### config.mk
export PLATFORM = sky130hd
export DESIGN_NAME = othello_control
export DESIGN_NICKNAME = d
export VERILOG_FILES = /design/src/rtl/othello_pkg.sv /design/src/rtl/othello_control_board_init_gen.sv /design/src/rtl/othello_control.sv
export SDC_FILE = /design/constraint.sdc
export NUM_CORES = 1
export LEC_CHECK = 0
export ABC_AREA = 1
export CORE_UTILIZATION = 47
export CTS_CLUSTER_DIAMETER = 30
export DETAILED_ROUTE_END_ITERATION = 16
export PLACE_DENSITY = 0.78
export SYNTH_ARGS = -nofsm -noshare
export SYNTH_HDL_FRONTEND = slang
export SYNTH_SLANG_ARGS = --single-unit
### constraint.sdc
create_clock -name clock -period 2.5 [get_ports clock]
set_clock_uncertainty 0.1 [all_clocks]
set_input_delay 0.5 -clock clock [delete_from_list [all_inputs] [get_ports clock]]
set_output_delay 0.5 -clock clock [all_outputs]
set_load 0.02 [all_outputs]
### src/rtl/othello_pkg.sv
// Shared definitions for the Othello controller and datapath: board geometry,
// cell codes and the controller state encoding.
package othello_pkg;

    localparam int BOARD_DIM   = 10;
    localparam int BOARD_CELLS = BOARD_DIM * BOARD_DIM;

    localparam logic [3:0] LAST_RC   = 4'(BOARD_DIM - 1);
    localparam logic [6:0] LAST_CELL = 7'(BOARD_CELLS - 1);
    localparam logic [3:0] MID_LO    = 4'd4;
    localparam logic [3:0] MID_HI    = 4'd5;

    localparam logic [1:0] CELL_EMPTY = 2'b00;
    localparam logic [1:0] CELL_BLACK = 2'b01;
    localparam logic [1:0] CELL_WHITE = 2'b10;
    localparam logic [1:0] CELL_WALL  = 2'b11;

    typedef enum logic [1:0] {
        ST_INIT    = 2'd0,
        ST_WAIT_GO = 2'd1,
        ST_RUN     = 2'd2,
        ST_END     = 2'd3
    } state_t;

endpackage

### src/rtl/othello_control_board_init_gen.sv
// Maps a padded-board row/col to the cell code loaded at power-up:
// wall border, four centre stones, everything else empty.
module board_init_gen
    import othello_pkg::*;
(
    input  logic [3:0] row_i,
    input  logic [3:0] col_i,
    output logic [1:0] data_o
);

    logic onBorder;
    logic whiteStart;
    logic blackStart;

    assign onBorder   = (row_i == 4'd0) || (row_i == LAST_RC) ||
                        (col_i == 4'd0) || (col_i == LAST_RC);
    assign whiteStart = ((row_i == MID_LO) && (col_i == MID_LO)) ||
                        ((row_i == MID_HI) && (col_i == MID_HI));
    assign blackStart = ((row_i == MID_LO) && (col_i == MID_HI)) ||
                        ((row_i == MID_HI) && (col_i == MID_LO));

    always_comb begin
        data_o = CELL_EMPTY;
        if (onBorder) begin
            data_o = CELL_WALL;
        end else if (whiteStart) begin
            data_o = CELL_WHITE;
        end else if (blackStart) begin
            data_o = CELL_BLACK;
        end
    end

endmodule

### src/rtl/othello_control.sv
// Othello game controller: loads the padded board after reset, then hands
// player moves to the datapath and tracks whose turn it is.
module othello_control
    import othello_pkg::*;
#(
    parameter int TIMEOUT = 200
) (
    input  logic       clock,
    input  logic       reset,
    input  logic       go,
    input  logic [5:0] switches,
    input  logic       ack,
    input  logic       game_end,
    output logic [5:0] addr,
    output logic       enable,
    output logic       player,
    output logic [6:0] init_addr,
    output logic [1:0] init_data,
    output logic       init_wren,
    output logic       init_busy,
    output logic       rejected,
    output logic       over
);

    localparam logic [7:0] TIMER_LAST = 8'(TIMEOUT - 1);

    state_t     state_q;
    logic [6:0] idx_q;
    logic [3:0] row_q;
    logic [3:0] col_q;
    logic [7:0] timer_q;
    logic       goPrev_q;
    logic [5:0] addr_q;
    logic       enable_q;
    logic       player_q;
    logic       rejected_q;
    logic       over_q;
    logic       goRise;

    assign goRise = go && !goPrev_q;

    board_init_gen u_initGen (
        .row_i  (row_q),
        .col_i  (col_q),
        .data_o (init_data)
    );

    // game_end takes priority over ack and timeout; ack beats a same-cycle timeout
    always_ff @(posedge clock) begin
        if (reset) begin
            state_q    <= ST_INIT;
            idx_q      <= 7'd0;
            row_q      <= 4'd0;
            col_q      <= 4'd0;
            timer_q    <= 8'd0;
            goPrev_q   <= 1'b0;
            addr_q     <= 6'd0;
            enable_q   <= 1'b0;
            player_q   <= 1'b0;
            rejected_q <= 1'b0;
            over_q     <= 1'b0;
        end else begin
            goPrev_q   <= go;
            rejected_q <= 1'b0;
            case (state_q)
                ST_INIT: begin
                    if (idx_q == LAST_CELL) begin
                        idx_q   <= 7'd0;
                        row_q   <= 4'd0;
                        col_q   <= 4'd0;
                        state_q <= ST_WAIT_GO;
                    end else begin
                        idx_q <= idx_q + 7'd1;
                        if (col_q == LAST_RC) begin
                            col_q <= 4'd0;
                            row_q <= row_q + 4'd1;
                        end else begin
                            col_q <= col_q + 4'd1;
                        end
                    end
                end
                ST_WAIT_GO: begin
                    if (game_end) begin
                        over_q  <= 1'b1;
                        state_q <= ST_END;
                    end else if (goRise) begin
                        addr_q   <= switches;
                        enable_q <= 1'b1;
                        timer_q  <= 8'd0;
                        state_q  <= ST_RUN;
                    end
                end
                ST_RUN: begin
                    if (game_end) begin
                        enable_q <= 1'b0;
                        over_q   <= 1'b1;
                        state_q  <= ST_END;
                    end else if (ack) begin
                        enable_q <= 1'b0;
                        player_q <= ~player_q;
                        state_q  <= ST_WAIT_GO;
                    end else if (timer_q == TIMER_LAST) begin
                        enable_q   <= 1'b0;
                        rejected_q <= 1'b1;
                        state_q    <= ST_WAIT_GO;
                    end else begin
                        timer_q <= timer_q + 8'd1;
                    end
                end
                ST_END: begin
                    enable_q <= 1'b0;
                    over_q   <= 1'b1;
                end
                default: begin
                    state_q <= ST_INIT;
                end
            endcase
        end
    end

    assign addr      = addr_q;
    assign enable    = enable_q;
    assign player    = player_q;
    assign rejected  = rejected_q;
    assign over      = over_q;
    assign init_addr = idx_q;
    assign init_wren = (state_q == ST_INIT);
    assign init_busy = (state_q == ST_INIT);

endmodule

==> flow_summary.ini, run 1 <==
[status]
status = complete, no violations

[floorplanning]
fp-row-count = 23
initial_core_util = 0.509
core-area_mm2 = 0.00414
die_y_um = 69.0
io_pins = 32
die_area_mm2 = 0.00476
die_x_um = 69.0

[detailed_routing]
highest_layer = met4
vias = 1879
drtAntennaViolNets = 0
first_pass_iters = 4
vias_per_cell = 4.93
wirelength_mm = 4.19
wl_met1_mm = 2.09
wl_per_cell_um = 11.0
dr_wl_met3_um = 158
met2_length_mm = 1.91
drc = 0
drt_iter0_markers = 114

[yosys]
yosys_warnings = 0
synthArstFlopShare = 0
synth.most_common_cell = nand2_1
synth_edf_count = 0
synthTopCellsByArea = dfxtp_1 34%, nand2_1 11%, ha_1 7.7%
yosys.area.top_type = dfxtp_1
ys_types = 38
syn_area_mm2 = 0.00211
netlist_instances = 296
seq_area_frac_synth = 0.342
synth-seq-cells = 36
synth_flop_cell = dfxtp_1
syn-num-nets = 320
synth_top_area_frac = 0.342
synth_commonest_cells = 62 x nand2_1, 43 x nor2_1, 42 x inv_1
syn_area_per_cell_um2 = 7.12

[power_and_ir_drop]
swShare = 0.409
pwr_density_cell_mw_per_mm2 = 830
p_comb_frac = 0.453
leakagePower_nw = 1.06
cell_internal_pwr_mw = 1.25
net-switching-power_mw = 0.863
seqPwrFrac = 0.344
clkPwrFrac = 0.203
max-vdd-ir-drop_mv = 0.485

[layout]
utilization = 0.613
multi_input_area_mm2 = 0.00117
regArea_um2 = 721
drive_above_1_share = 0.0937
fin_nets = 354
antenna_cells = 0
fin_cells = 381
final.fill_count = 393
area_growth_pct = 20.5

[setup_path]
crit_arrival_ns = 1.77
slowest_delay_ns = 0.38
crit_top_cell = inv_1
crit_path_end_kind = output port
startpoint_type = flip-flop
path_cells = inv_1 > ha_1 > nand3_1 > inv_1 > nor3_1 > nand2_1 > dlygate4sd2_1
required_ns = 1.90
path_class = reg2out
ff2ff_path_depth = 9
slowest_stage = dfxtp_1
critPathMaxFanout = 4
reg2reg_to = timer_q[0]$_SDFFE_PP0P_
rr_startpoint = state_q[0]$_SDFFE_PP0P_
reg2reg_setup_slack_ns = 0.60

[min_path]
hold_start = over$_SDFFE_PP0P_
whs_endpoint = over$_SDFFE_PP0P_
hold_class = reg2reg
hold_depth = 2

[placement]
dpl.hpwl_mm = 3.17
pre_cts_ws_ns = 0.168
dp.cells = 373
gp_congestion = 0.817
port_buffers = 31

[flow_run]
cap_violations = 0

[sta]
setup_viol = 0
finalHoldViolations = 0
period_minus_slack_ns = 2.37
worst_pin_slew_ns = 0.529
setup-tns-final_ns = 0
rsz0062_at_grt = no
fin_crit_sh = 0.947
timing.final.ws_setup_ns = 0.133
relSlewSlack = 0.644
max_clock_freq_mhz = 423
final_max_slew_viol_count = 0

[clock_tree]
ctsLongestPathBuffers = 2
cts.htree.levels = 2
cts_tree = yes
clock_latency_ns = 0.28
cts-root-buf = clkbuf_8
cts_sinks = 36
hold_buffers = 0
cts.clk_slew.worst_paths_ns = 0.07
numCtsBuffers = 5

[global_route]
grt-ovfl-total = 0
grt_pass1_vias = 1611
grt_pass1_wl_mm = 6.90
grt_usage = 0.199
antenna_found_initial = 0
grt_max_degree = 19
==> layout make-up <==
class	instances	share of cell area
Multi-Input combinational cell	209	0.462
Sequential cell	36	0.284
Timing Repair Buffer	33	0.126
Inverter	45	0.0675
Clock buffer	7	0.0340
Tap cell	50	0.0246
Clock inverter	1	0.00295
==> critical path: cells and delay by family (launching register included) <==
kind	cells	cell delay, ns
flip-flops	1	0.38
AND/OR/NAND/NOR	3	0.41
buffers and inverters	3	0.51
adder cells (fa/ha/maj)	1	0.20
==> how the worst max path moves through the flow <==
stage	start	endpoint	cells past startpoint
floorplan	row_q[0]$_SDFFE_PP0P_	init_data[0]	7
global placement	row_q[0]$_SDFFE_PP0P_	init_data[0]	8
detailed placement	row_q[0]$_SDFFE_PP0P_	init_data[0]	8
CTS	row_q[0]$_SDFFE_PP0P_	init_data[0]	8
global route	col_q[1]$_SDFFE_PP0N_	init_data[1]	7
finish	col_q[1]$_SDFFE_PP0N_	init_data[1]	7
==> per-stage QoR <==
stage	hold WS (ns)	cell area [µm²]	total power [mW]
floorplan	0.356	2110	1.44
global placement	0.369	2450	1.67
detailed placement	0.371	2450	1.69
CTS	0.387	2540	2.12
finish	0.384	2540	2.11
global route	0.413	2540	2.27
==> flip-flops by register name (all words and copies together), names as in the netlist <==
register / count
timer_q: 8
init_addr: 7
addr: 6
col_q: 4
row_q: 4
state_q: 2
enable: 1
goPrev_q: 1
over: 1
player: 1
rejected: 1
==> kinds of logic (layout without fill, tap and decap cells) <==
kind of cell    count (synthesis)  in the layout  synth area share
simple gates                  155            155             0.354
compound gates                 31             31            0.0837
xor+xnor                       10             10            0.0415
flops                          36             36             0.342
fa+ha+maj                      13             13            0.0772
buf+inv                        51             86             0.101
==> timing repair <==
item | in CTS | in global routing
setup buffers | 0 | 0
resized for setup | 2 | 2
endpoints found under the setup margin | 2 | 1
==> cell usage in the layout (no fill, tap or decap), types with 2 or more instances in the layout <==
cell type	count
a21oi_1	13
buf_4	2
clkbuf_8	6
clkdlybuf4s50_1	29
dfxtp_1	36
ha_1	13
inv_1	42
nand2_1	62
nand2_2	4
nand2_4	2
nand3_1	18
nand3_2	4
nand3b_1	2
nand4_1	6
nor2_1	43
nor2_2	3
nor3_1	5
o211ai_1	2
o21ai_0	10
xnor2_1	2
xor2_1	8
==> power by group through the flow <==
stage / combinational (mW) / clock (mW) / sequential (mW)
2_1_floorplan: 0.664 / 0 / 0.773
3_3_place_gp: 0.935 / 0 / 0.734
3_5_place_dp: 0.951 / 0 / 0.738
4_1_cts: 0.957 / 0.441 / 0.725
5_1_grt: 1.07 / 0.466 / 0.736
6_report: 0.956 / 0.428 / 0.725
==> metal layers <==
layer	global-route usage	vias up
met4	0.0816	0
met3	0.0493	2
met2	0.318	33
met1	0.253	837
li1	-	1007
met5	0	-
(Power assumes the default switching activity.)
==> run 2: changes to the inputs <==
--- a/config.mk
+++ b/config.mk
@@ -9,6 +9,7 @@
 export CORE_UTILIZATION = 47
 export CTS_CLUSTER_DIAMETER = 30
 export DETAILED_ROUTE_END_ITERATION = 16
+export HOLD_SLACK_MARGIN = 0.03
 export PLACE_DENSITY = 0.78
 export SYNTH_ARGS = -nofsm -noshare
 export SYNTH_HDL_FRONTEND = slang
==> results of run 2 <==
The final DEF is identical to that of run 1; final timing and power are the same.
